## config.mk

```make
export PLATFORM = sky130hd
export DESIGN_NAME = i2c_target_regs
export DESIGN_NICKNAME = d
export VERILOG_FILES = /design/src/rtl/i2c_pkg.sv /design/src/rtl/i2c_line_cond.sv /design/src/rtl/i2c_target_regs.sv
export SDC_FILE = /design/constraint.sdc
export NUM_CORES = 1
export LEC_CHECK = 0
export ABC_CLOCK_PERIOD_IN_PS = 2480
export CAP_MARGIN = 20
export CORE_ASPECT_RATIO = 0.9
export CORE_UTILIZATION = 45
export DETAILED_ROUTE_END_ITERATION = 6
export DONT_BUFFER_PORTS = 1
export PLACE_DENSITY = 0.59
export SYNTH_ARGS = -nofsm -noshare
export SYNTH_HDL_FRONTEND = slang
export SYNTH_SLANG_ARGS = --single-unit
export TNS_END_PERCENT = 100
```

## constraint.sdc

```tcl
create_clock -name clk -period 2.48 [get_ports clk]
set_input_delay 0.372 -clock clk [delete_from_list [all_inputs] [get_ports clk]]
set_output_delay 0.372 -clock clk [all_outputs]
set_load 0.03 [all_outputs]
```

## src/rtl/i2c_pkg.sv

```systemverilog
// Shared types and bus-level constants for the I2C target register block.
package i2c_pkg;

  typedef enum logic [2:0] {
    StIdle,
    StAddr,
    StAddrAck,
    StWrByte,
    StWrAck,
    StRdByte,
    StRdAck,
    StIgnore
  } i2c_state_e;

  localparam logic I2C_ACK     = 1'b0;
  localparam logic I2C_NACK    = 1'b1;
  localparam logic I2C_RELEASE = 1'b1;

endpackage

```

## src/rtl/i2c_line_cond.sv

```systemverilog
// Conditions one I2C pad input: 2-flop synchronizer, optional 3-sample glitch
// filter (I2C_TARGET_GLITCH_FILTER_EN), and rise/fall flags of the clean level.
module i2c_line_cond (
  input  logic clk_i,
  input  logic rst_ni,
  input  logic line_i,
  output logic level_o,
  output logic rise_o,
  output logic fall_o
);

  logic sync1_q, sync2_q, prev_q;
  logic level;

  // Synchronizer; resets to the idle-bus level so no edge is seen after reset.
  always_ff @(posedge clk_i or negedge rst_ni) begin
    if (!rst_ni) begin
      sync1_q <= 1'b1;
      sync2_q <= 1'b1;
    end else begin
      sync1_q <= line_i;
      sync2_q <= sync1_q;
    end
  end

`ifdef I2C_TARGET_GLITCH_FILTER_EN
  logic [1:0] hist_q;
  logic       filt_q, filt_d;

  // Level follows the input only once three consecutive samples agree.
  always_comb begin
    filt_d = filt_q;
    if (sync2_q == hist_q[0] && sync2_q == hist_q[1]) filt_d = sync2_q;
  end

  // Sample history and filtered level.
  always_ff @(posedge clk_i or negedge rst_ni) begin
    if (!rst_ni) begin
      hist_q <= 2'b11;
      filt_q <= 1'b1;
    end else begin
      hist_q <= {hist_q[0], sync2_q};
      filt_q <= filt_d;
    end
  end

  assign level = filt_d;
`else
  assign level = sync2_q;
`endif

  // Previous level for edge detection.
  always_ff @(posedge clk_i or negedge rst_ni) begin
    if (!rst_ni) prev_q <= 1'b1;
    else         prev_q <= level;
  end

  assign level_o = level;
  assign rise_o  = level & ~prev_q;
  assign fall_o  = ~level & prev_q;

endmodule

```

## src/rtl/i2c_target_regs.sv

```systemverilog
// I2C target with pointer-addressed register strobes. Optional input glitch
// filtering is enabled by defining I2C_TARGET_GLITCH_FILTER_EN.
module i2c_target_regs
  import i2c_pkg::*;
#(
  parameter logic [6:0]  DEV_ADDR = 7'h48,
  parameter int unsigned PTR_W    = 3
) (
  input  logic             clk,
  input  logic             rst,
  input  logic             scl_in,
  input  logic             sda_in,
  output logic             scl_out,
  output logic             sda_out,
  output logic             wr_valid,
  output logic [PTR_W-1:0] wr_addr,
  output logic [7:0]       wr_data,
  output logic             rd_req,
  output logic [PTR_W-1:0] rd_addr,
  input  logic [7:0]       rd_data,
  output logic             busy
);

  localparam logic [PTR_W-1:0] PtrOne = 1;

  logic scl_lvl, scl_rise, scl_fall;
  logic sda_lvl, sda_rise, sda_fall;
  logic start, stop;

  i2c_line_cond u_scl (
    .clk_i  (clk),
    .rst_ni (rst),
    .line_i (scl_in),
    .level_o(scl_lvl),
    .rise_o (scl_rise),
    .fall_o (scl_fall)
  );

  i2c_line_cond u_sda (
    .clk_i  (clk),
    .rst_ni (rst),
    .line_i (sda_in),
    .level_o(sda_lvl),
    .rise_o (sda_rise),
    .fall_o (sda_fall)
  );

  assign start = scl_lvl & sda_fall;
  assign stop  = scl_lvl & sda_rise;

  i2c_state_e       state_q, state_d;
  logic [2:0]       cnt_q, cnt_d;
  logic [7:0]       shift_q, shift_d;
  logic [PTR_W-1:0] ptr_q, ptr_d;
  logic             sda_q, sda_d;
  logic             busy_q, busy_d;
  logic             rw_q, rw_d;
  logic             first_q, first_d;   // next write byte is the pointer
  logic             ackph_q, ackph_d;   // ACK bit in progress / read ACK seen
  logic             wr_valid_q, wr_valid_d;
  logic [PTR_W-1:0] wr_addr_q, wr_addr_d;
  logic [7:0]       wr_data_q, wr_data_d;
  logic             rd_req_q, rd_req_d;
  logic [PTR_W-1:0] rd_addr_q, rd_addr_d;
  logic             rd_cap_q;
  logic [7:0]       rd_buf_q;
  logic [7:0]       byte_in;

  assign byte_in = {shift_q[6:0], sda_lvl};

  // Protocol FSM: START/STOP override any SCL edge seen in the same cycle.
  always_comb begin
    state_d    = state_q;
    cnt_d      = cnt_q;
    shift_d    = shift_q;
    ptr_d      = ptr_q;
    sda_d      = sda_q;
    busy_d     = busy_q;
    rw_d       = rw_q;
    first_d    = first_q;
    ackph_d    = ackph_q;
    wr_valid_d = 1'b0;
    wr_addr_d  = wr_addr_q;
    wr_data_d  = wr_data_q;
    rd_req_d   = 1'b0;
    rd_addr_d  = rd_addr_q;
    if (start) begin
      state_d = StAddr;
      cnt_d   = 3'd0;
      sda_d   = I2C_RELEASE;
    end else if (stop) begin
      state_d = StIdle;
      sda_d   = I2C_RELEASE;
      busy_d  = 1'b0;
    end else begin
      case (state_q)
        StAddr: begin
          if (scl_rise) begin
            shift_d = byte_in;
            cnt_d   = cnt_q + 3'd1;
            if (cnt_q == 3'd7) begin
              if (byte_in[7:1] == DEV_ADDR) begin
                busy_d  = 1'b1;
                rw_d    = byte_in[0];
                first_d = 1'b1;
                ackph_d = 1'b0;
                state_d = StAddrAck;
                if (byte_in[0]) begin
                  rd_req_d  = 1'b1;
                  rd_addr_d = ptr_q;
                end
              end else begin
                busy_d  = 1'b0;
                state_d = StIgnore;
              end
            end
          end
        end
        StAddrAck, StWrAck: begin
          if (scl_fall) begin
            if (!ackph_q) begin
              sda_d   = I2C_ACK;
              ackph_d = 1'b1;
            end else begin
              cnt_d = 3'd0;
              if (state_q == StAddrAck && rw_q) begin
                shift_d = rd_buf_q;
                sda_d   = rd_buf_q[7];
                state_d = StRdByte;
              end else begin
                sda_d   = I2C_RELEASE;
                state_d = StWrByte;
              end
            end
          end
        end
        StWrByte: begin
          if (scl_rise) begin
            shift_d = byte_in;
            cnt_d   = cnt_q + 3'd1;
            if (cnt_q == 3'd7) begin
              if (first_q) begin
                ptr_d   = byte_in[PTR_W-1:0];
                first_d = 1'b0;
              end else begin
                wr_valid_d = 1'b1;
                wr_addr_d  = ptr_q;
                wr_data_d  = byte_in;
                ptr_d      = ptr_q + PtrOne;
              end
              ackph_d = 1'b0;
              state_d = StWrAck;
            end
          end
        end
        StRdByte: begin
          if (scl_fall) begin
            if (cnt_q == 3'd7) begin
              sda_d   = I2C_RELEASE;
              ackph_d = 1'b0;
              state_d = StRdAck;
            end else begin
              sda_d   = shift_q[6];
              shift_d = {shift_q[6:0], 1'b0};
              cnt_d   = cnt_q + 3'd1;
            end
          end
        end
        StRdAck: begin
          if (scl_rise && !ackph_q) begin
            ptr_d = ptr_q + PtrOne;
            if (sda_lvl == I2C_ACK) begin
              rd_req_d  = 1'b1;
              rd_addr_d = ptr_q + PtrOne;
              ackph_d   = 1'b1;
            end else begin
              state_d = StIgnore;
            end
          end else if (scl_fall && ackph_q) begin
            shift_d = rd_buf_q;
            sda_d   = rd_buf_q[7];
            cnt_d   = 3'd0;
            state_d = StRdByte;
          end
        end
        StIgnore: sda_d = I2C_RELEASE;
        default: ;
      endcase
    end
  end

  // FSM and output registers; reset releases SDA asynchronously.
  always_ff @(posedge clk or negedge rst) begin
    if (!rst) begin
      state_q    <= StIdle;
      cnt_q      <= 3'd0;
      shift_q    <= 8'd0;
      ptr_q      <= '0;
      sda_q      <= I2C_RELEASE;
      busy_q     <= 1'b0;
      rw_q       <= 1'b0;
      first_q    <= 1'b0;
      ackph_q    <= 1'b0;
      wr_valid_q <= 1'b0;
      wr_addr_q  <= '0;
      wr_data_q  <= 8'd0;
      rd_req_q   <= 1'b0;
      rd_addr_q  <= '0;
    end else begin
      state_q    <= state_d;
      cnt_q      <= cnt_d;
      shift_q    <= shift_d;
      ptr_q      <= ptr_d;
      sda_q      <= sda_d;
      busy_q     <= busy_d;
      rw_q       <= rw_d;
      first_q    <= first_d;
      ackph_q    <= ackph_d;
      wr_valid_q <= wr_valid_d;
      wr_addr_q  <= wr_addr_d;
      wr_data_q  <= wr_data_d;
      rd_req_q   <= rd_req_d;
      rd_addr_q  <= rd_addr_d;
    end
  end

  // Capture read data exactly once, on the cycle after the request pulse.
  always_ff @(posedge clk or negedge rst) begin
    if (!rst) begin
      rd_cap_q <= 1'b0;
      rd_buf_q <= 8'd0;
    end else begin
      rd_cap_q <= rd_req_q;
      if (rd_cap_q) rd_buf_q <= rd_data;
    end
  end

  assign scl_out  = 1'b1;
  assign sda_out  = sda_q;
  assign busy     = busy_q;
  assign wr_valid = wr_valid_q;
  assign wr_addr  = wr_addr_q;
  assign wr_data  = wr_data_q;
  assign rd_req   = rd_req_q;
  assign rd_addr  = rd_addr_q;

endmodule

```

# --- After elaboration in Yosys (flattened, before gate mapping) ---
# Cells that the tools add are included.
op_classes:
  add_sub_neg: 2
  eq_ne: 45
  muxes: 93
  bitwise_logic: 13
  reduce_logical: 28
ops:
  columns: ["cell", "count"]
  rows:
  - ["two-way mux 3 bit", 34]
  - ["two-way mux 7 bit", 8]
  - ["two-way mux 1 bit", 42]
  - ["!= test 4 bit, second input constant", 10]
  - ["AND reduction 11 bit", 3]
  - ["!= test 2 bit, second input constant", 15]
  - ["case mux 7 bit (4 select lines)", 1]
  - ["!= test 3 bit, second input constant", 6]
  - ["AND reduction 6 bit", 3]
  - ["AND reduction 9 bit", 2]
  - ["== test 3 bit, second input constant", 5]
  - ["case mux 3 bit (5 select lines)", 1]
  - ["case mux 3 bit (2 select lines)", 2]
  - ["case mux 3 bit (4 select lines)", 1]
  - ["nonzero test 2 bit", 6]
  - ["nonzero test 5 bit", 2]
  - ["AND reduction 8 bit", 1]
  - ["== test 7 bit, second input constant", 1]
  - ["inverter 1 bit", 7]
  - ["nonzero test 7 bit", 1]
  - ["adder 3 x 1 -> 3 bit, second input constant", 2]
  - ["bitwise AND 1 bit", 6]
  - ["== test 3 x 2 -> 1 bit, second input constant", 2]
  - ["nonzero test 6 bit", 1]
  - ["other kinds (14)", 19]
word_totals:
  register_bits: 52
  inputBits: 12
  output_inout_bits: 19
  word_cells: 203

# --- Depth between registers and ports, before layout ---
# Gate-level depths: netlist of run 1.
depth:
  depth_word: 8
  mapped_depth: 7
  ltp_nobuf: 6

# --- Modules after synthesis ---
# From an unflattened synthesis of run 1, not the netlist that was laid out.
hier_totals:
  cells_unflattened: 245
  area_unflattened_um2: 2595.0
by_module_without_submodules:
  columns: ["module", "instances", "cells_per_inst", "area_each_um2", "seq_area_each_um2"]
  rows:
  - ["i2c_target_regs", 1, 235, 2407.3, 1152.4]
  - ["i2c_line_cond", 2, 5, 93.8, 78.8]

# --- Least setup slack after synthesis of run 1 ---
# Ideal clock, no wire load.
synth_path:
  kind: "register -> register"
  startpoint: "reg cnt_q[0]"
  endpoint: "reg shift_q[0]"
  setup_ns: 0.125
  arrival_ns: 1.940
  required_time_ns: 2.355
  path_slack_ns: 0.415
  path_stages_with_launch: 7
  path_buffers: 0
  period_less_slack_ns: 2.065
  cell_sequence: "dfrtp_1 ha_1 ha_1 a41oi_2 nand4_4 nor3_4 mux2_4"
synth_between:
  elab_chain_cells: 3
synth_lines:
  columns: ["element", "line_no", "text"]
  rows:
  - ["start: declaration", "i2c_target_regs.sv:52", "logic [2:0] cnt_q, cnt_d;"]
  - ["start signal: assignment", "i2c_target_regs.sv:211", "cnt_q <= cnt_d;"]
  - ["== test 3 bit", "i2c_target_regs.sv:158", "if (cnt_q == 3'd7) begin"]
  - ["!= test 2 bit (no source line)", null, null]
  - ["AND reduction 11 bit (no source line)", null, null]
  - ["end signal: assignment", "i2c_target_regs.sv:212", "shift_q <= shift_d;"]
  - ["end: declaration", "i2c_target_regs.sv:53", "logic [7:0] shift_q, shift_d;"]
# No other way between the ends.
# A chain may end at the register's enable or synchronous reset.

# --- Final worst setup path of run 1 ---
layout_path:
  startpoint: "reg state_q[2]"
  endpoint: "reg shift_q[6]"
layout_between:
  elab_chain_cells: 4
  word_cells_on_any_way: 20
  classes_between: "eq/ne: 14; mux: 1; reduce/logical: 5"
layout_lines:
  columns: ["element", "line_no", "text"]
  rows:
  - ["start: declaration", "i2c_target_regs.sv:51", "i2c_state_e state_q, state_d;"]
  - ["start signal: assignment", "i2c_target_regs.sv:195", "state_q <= StIdle;"]
  - ["start signal: assignment", "i2c_target_regs.sv:210", "state_q <= state_d;"]
  - ["== test 3 x 2 -> 1 bit (tied with other cells)", "i2c_target_regs.sv:96, i2c_target_regs.sv:126", null]
  - ["OR reduction 2 bit (tied with other cells)", "i2c_target_regs.sv:96", "case (state_q)"]
  - ["!= test 2 bit (no source line) (tied with other cells)", null, null]
  - ["AND reduction 11 bit (no source line)", null, null]
# Parallel ways exist; a longest one is shown, timed or not.

==> flow_summary.toml, run 1 <==
[outcome]
status = "finished clean"

[timing]
fmaxAchievable_mhz = 468.0
fin_crit_ns = 2.137
maxSlewViolCount = 0
rsz0062_at_grt = "false"
fin_hold_ws_ns = 0.05282
setup_viol = 0
timing.final.crit_share_pct = 86.16
setup_ws_ns = 0.3432
fin_tns_setup_ns = 0
hold_viol = 0
skew_ns = 0.01198

[yosys]
netlist_area_mm2 = 0.002675
ys.warnings.count = 0
synthArstFlopShare_pct = 100.0
synth_most_common_cell = "dfrtp_1"
netlist_top_cells_area = "dfrtp_1, mux2_2, dfstp_2, mux2_4, nand2_1"
yosys.area.top_type = "dfrtp_1"
ys_types = 60
synth_cells = 227
syn-num-nets = 242
syn_avg_cell_area_um2 = 11.78
ys.flop_type = "dfrtp_1"
synth_top_cell_area_share_pct = 42.10
synth_common_cells = "dfrtp_1, mux2_2, nand2_1"
ys_seq_area_share_pct = 48.97
ys_ff_latch = 52
synth_edf_count = 0

[floorplan]
die_x_um = 83.27
die-area_mm2 = 0.006257
fp.coreArea_mm2 = 0.005693
initial_core_util_pct = 46.99
rows = 26
die_h_um = 75.15
pin_count = 31

[finish]
fillers = 517
final_util_pct = 51.19
syn_to_final_growth_pct = 8.933
drive_above_1_share_pct = 29.61
seq_area_mm2 = 0.001310
multi_input_area_mm2 = 0.001277
antenna_cells = 0
layout.nets = 247
design_area_mm2 = 0.002914

[route]
route.met2.wl_mm = 2.304
firstDrtPassIters = 4
route.met3.wl_um = 203
avgViaCountPerCell = 5.710
met1Wirelength_mm = 2.696
totalWireLength_mm = 5.286
drc = 0
routed.top_layer = "met4"
antenna_left = 0
wl_per_cell_um = 17.45
drtIter0Drc = 113
vias = 1730

[critical_path]
worstPathArrival_ns = 2.34
worstSetupPathType = "register to register"
critPathLaunchType = "register"
critical_path.max_fanout = 15
required_ns = 2.68
crit_family = "flip-flops"
cpPeakStageDelay_ns = 0.66
worstPathCellList = "nand2b_1 -> o221ai_4 -> nand4_4 -> nor3_4 -> buf_4 -> mux2_4"
critPathCaptureType = "register"
critPathSlowestCell = "dfrtp_1"
path_buf_inv = 1

[clock_tree]
cts_tree = "built"
postCtsSetupBuffers = 0
clockBufferDepth = 2
clockRootBuffer = "clkbuf_8"
cts_sinks = 52
insertion_delay_ns = 0.31
cts_buffers = 5
htree_num_levels = 2
path_clk_slew_ns = 0.11

[placed_design]
place_area_mm2 = 0.002761
hpwl_mm = 3.696
io_buffers = 0
gp_congestion = 0.8924
place_ws_ns = 0.3639

[grt]
overflow = 0
grt_usage_pct = 18.33
grt_first_pass_wirelength_mm = 8.866
antenna_found_initial = 0
grt_max_degree = 53
grt_pass1_vias = 1775

[power_and_ir_drop]
powerDensity_mw_per_mm2 = 1004
power_leakage_nw = 1.346
worst_ir_drop_vdd_uv = 507.4

[min_path]
hp-class = "input port to register"

[flow_run]
drv_cap = 0
==> timing repair <==
action	CTS	global route
hold buffers	2	0
gates resized for setup	0	0
endpoints found under the hold margin	52	0
==> cells in the final DEF, fill, tap and decap left out, types with 3 or more instances in the layout <==
| master | synthesis | final |
|---|---|---|
| dfrtp_1 | 45 | 45 |
| mux2_2 | 29 | 29 |
| nand2_1 | 20 | 20 |
| nor2_1 | 11 | 11 |
| a21oi_1 | 11 | 11 |
| buf_4 | 2 | 9 |
| mux2_4 | 7 | 7 |
| dfstp_2 | 7 | 7 |
| nand3_1 | 5 | 5 |
| clkbuf_8 | 0 | 5 |
| and3_1 | 4 | 4 |
| nand2b_1 | 4 | 4 |
| inv_1 | 4 | 4 |
| or3_1 | 4 | 4 |
| and2_1 | 3 | 3 |
| nor2b_1 | 3 | 3 |
| o21ai_0 | 3 | 3 |
| mux2i_1 | 3 | 3 |
| a21o_1 | 3 | 3 |
| o31ai_1 | 3 | 3 |
| ha_1 | 3 | 3 |
==> state kept, by name (all words and copies together) (netlist names) <==
name	flops
rd_buf_q	8
wr_data	8
shift_q	7
cnt_q	3
ptr_q	3
rd_addr	3
state_q	3
wr_addr	3
ackph_q	1
busy	1
first_q	1
rd_cap_q	1
rd_req	1
rw_q	1
sda_out	1
u_scl.level_o	1
u_scl.prev_q	1
u_scl.sync1_q	1
u_sda.level_o	1
u_sda.prev_q	1
u_sda.sync1_q	1
wr_valid	1
==> routing by layer <==
| metal | up-vias | GRT usage [%] |
|---|---|---|
| li1 | 828 | - |
| met5 | - | 0 |
| met4 | 0 | 7.663 |
| met1 | 855 | 25.59 |
| met3 | 7 | 3.399 |
| met2 | 40 | 28.51 |
==> kinds of logic after synthesis <==
kind of cell               synth area share, %
adders and majority gates                1.403
muxes                                    17.26
xor gates and xnor gates                 1.310
and+or+nand+nor                          14.78
other                                   0.1402
AOI/OAI and AO/OA                        12.86
DFF                                      48.97
buffers and inverters                    3.274
==> where the power goes <==
group          internal [mW]  switching [mW]
logic                  0.524           0.532
clock network          0.305           0.303
registers               1.00           0.258
total                   1.83            1.09
==> final timing paths <==
check / startpoint / slack, ns / end / cells past startpoint
max: state_q[2] / 0.34 / shift_q[6] / 6
min: sda_in / 0.05 / u_sda.sync1_q / 0
max reg2reg: state_q[2] / 0.34 / shift_q[6] / 6
min reg2reg: u_scl.sync1_q / 0.36 / u_scl.level_o / 0
max in group asynchronous: rst / 1.62 / u_scl.sync1_q / 2
min in group asynchronous: rst / 0.55 / state_q[1] / 2
==> stage by stage <==
step	total power [mW]	std cells
after floorplan	2.063	227
after global placement	2.300	293
after detailed placement	2.307	293
after CTS	2.955	303
after global routing	3.132	303
final	2.926	303
==> area by class of cell <==
| class | instances | share of cell area [%] |
|---|---|---|
| inverter | 5 | 0.6441 |
| clock buffer | 5 | 2.362 |
| timing repair buffer | 11 | 3.607 |
| sequential | 52 | 44.96 |
| multi-input combinational | 157 | 43.84 |
| tap | 70 | 3.006 |
| clock inverter | 3 | 1.589 |
Power figures use the tool's default switching activity.
==> run 2: changes to the inputs <==
Settings changed: DONT_BUFFER_PORTS 1 to not set, PLACE_DENSITY 0.59 to 0.66.
==> run 2 against run 1 <==
  * Flip-flop and latch count unchanged
  * Final area increased by 7.8%
  * Non-clock buffer count increased by 27
  * Global-route usage decreased by 0.051 points
==> flow_summary.toml, run 2 (same netlist as run 1, synthesis figures left out) <==
[critical_path]
critical_path.max_fanout = 7
worstPathCellList = "ha_1 -> ha_1 -> a41oi_2 -> nand4_4 -> nor3_4 -> mux2_4"
critPathSlowestCell = "nor3_4"
worstPathArrival_ns = 2.46
crit_top_cell = "ha_1"
cpPeakStageDelay_ns = 0.47
required_ns = 2.67
crit_family = "simple AND/OR/NAND/NOR gates"
critPathLaunchType = "register"
worstSetupPathType = "register to register"
critPathCaptureType = "register"
path_buf_inv = 0

[finish]
seq_area_mm2 = 0.001310
syn_to_final_growth_pct = 17.40
antenna_cells = 0
design_area_mm2 = 0.003141
multi_input_area_mm2 = 0.001277
fillers = 483
layout.nets = 274
layout_common_cells = "dfrtp_1, mux2_2, clkdlybuf4s50_1"
drive_above_1_share_pct = 26.15
final_common_cell = "dfrtp_1"

[timing]
fmaxAchievable_mhz = 440.0
fin_hold_ws_ns = 0.02015
fin_crit_ns = 2.273
setup_viol = 0
skew_ns = 0.006951
timing.final.crit_share_pct = 91.65
rsz0062_at_grt = "false"
slew_headroom_pct = 64.66
hold_viol = 0
fin_tns_setup_ns = 0
maxSlewViolCount = 0
worstMarginPinSlew_ns = 0.5296

[route]
avgViaCountPerCell = 5.639
drtIter0Drc = 163
totalWireLength_mm = 5.272
wl_per_cell_um = 15.98
firstDrtPassIters = 4
antenna_left = 0
drc = 0
vias = 1861

[clock_tree]
clockRootBuffer = "clkbuf_8"
path_clk_slew_ns = 0.09
clockBufferDepth = 2
cts_resized = 0
ctsHoldBuffers = 0
postCtsSetupBuffers = 0
cts_buffers = 5
cts_sinks = 52
insertion_delay_ns = 0.30
cts_tree = "built"
htree_num_levels = 2

[placed_design]
place_area_mm2 = 0.003047
hpwl_mm = 3.872
gp_congestion = 0.9318
io_buffers = 29

[power_and_ir_drop]
power_leakage_nw = 1.423
worst_ir_drop_vdd_uv = 449.1
powerDensity_mw_per_mm2 = 904.4

[floorplan]
fp.coreArea_mm2 = 0.005693
die-area_mm2 = 0.006257
die_h_um = 75.15
pin_count = 31
die_x_um = 83.27
initial_core_util_pct = 46.99
rows = 26

[grt]
grt_usage_pct = 18.28
grt_first_pass_wirelength_mm = 8.859
overflow = 0
grt_pass1_vias = 1770
grt_max_degree = 33
antenna_found_initial = 0

[outcome]
status = "finished clean"

[min_path]
hp-class = "input port to async pin"

[flow_run]
drv_cap = 0
run 2: cell count changes in the layout (fill, tap and decap cells not counted):
cell             before  now
buf_16                1    0
buf_2                 0    1
bufinv_16             1    0
clkbuf_1              0    1
clkbuf_8              5    6
clkdlybuf4s50_1       0   28
dlygate4sd3_1         1    0
inv_6                 1    0
run 2: report_power, final:
group          internal [mW]  total, mW  switching [mW]  leakage (nW)
clock network          0.227      0.494           0.267        0.0445
logic                  0.538       1.12           0.584         0.693
registers               1.00       1.22           0.221         0.686
run 2: layout make-up:
class	count	area share (%)
multi-input cells	157	40.68
flip-flops and latches	52	41.71
clock inverters	1	0.2390
well taps	70	2.789
clock buffers	7	2.749
inverters	5	0.5976
repair buffers	38	11.24
run 2: worst paths after layout:
| check | start | end | slack (ns) | cells past startpoint |
|---|---|---|---|---|
| max in group asynchronous | rst | cnt_q[1] | 1.69 | 2 |
| hold reg to reg | u_scl.sync1_q | u_scl.level_o | 0.36 | 0 |
| setup reg to reg | cnt_q[0] | shift_q[2] | 0.21 | 6 |
| min in group clk | u_scl.sync1_q | u_scl.level_o | 0.36 | 0 |
| setup / recovery | cnt_q[0] | shift_q[2] | 0.21 | 6 |
| hold / removal | rst | state_q[2] | 0.02 | 1 |
run 2: through the flow:
step / cells / power (mW) / utilization, % / worst slack, ns
floorplan: 227 / 2.063 / - / 0.4153
global placement: 322 / 2.344 / 53.52 / 0.3104
detailed placement: 322 / 2.357 / 53.52 / 0.2291
CTS: 330 / 2.859 / 55.16 / 0.2208
global route: 330 / 3.035 / 55.16 / 0.1161
finish: 330 / 2.840 / 55.16 / 0.2071
run 2: routing by layer:
layer / global-route usage (%) / vias up / routed length [µm]
met1: 26.45 / 920 / 2592
li1: - / 887 / -
met2: 27.96 / 47 / 2436
met3: 3.838 / 7 / 186
met5: 0 / - / 0
met4: 5.364 / 0 / 57
run 2: worst reg2reg max path: cells and delay by family, from the launching register on:
family / cells / cell delay (ns)
compound gates: 1 / 0.29
fa+ha+maj: 2 / 0.48
flops: 1 / 0.40
mux: 1 / 0.35
simple gates: 2 / 0.67
==> run 3: changes to the inputs <==
Settings changed: CTS_CLUSTER_DIAMETER set to 60.
==> results of run 3 <==
The final DEF is identical to that of run 2; final timing and power are the same.
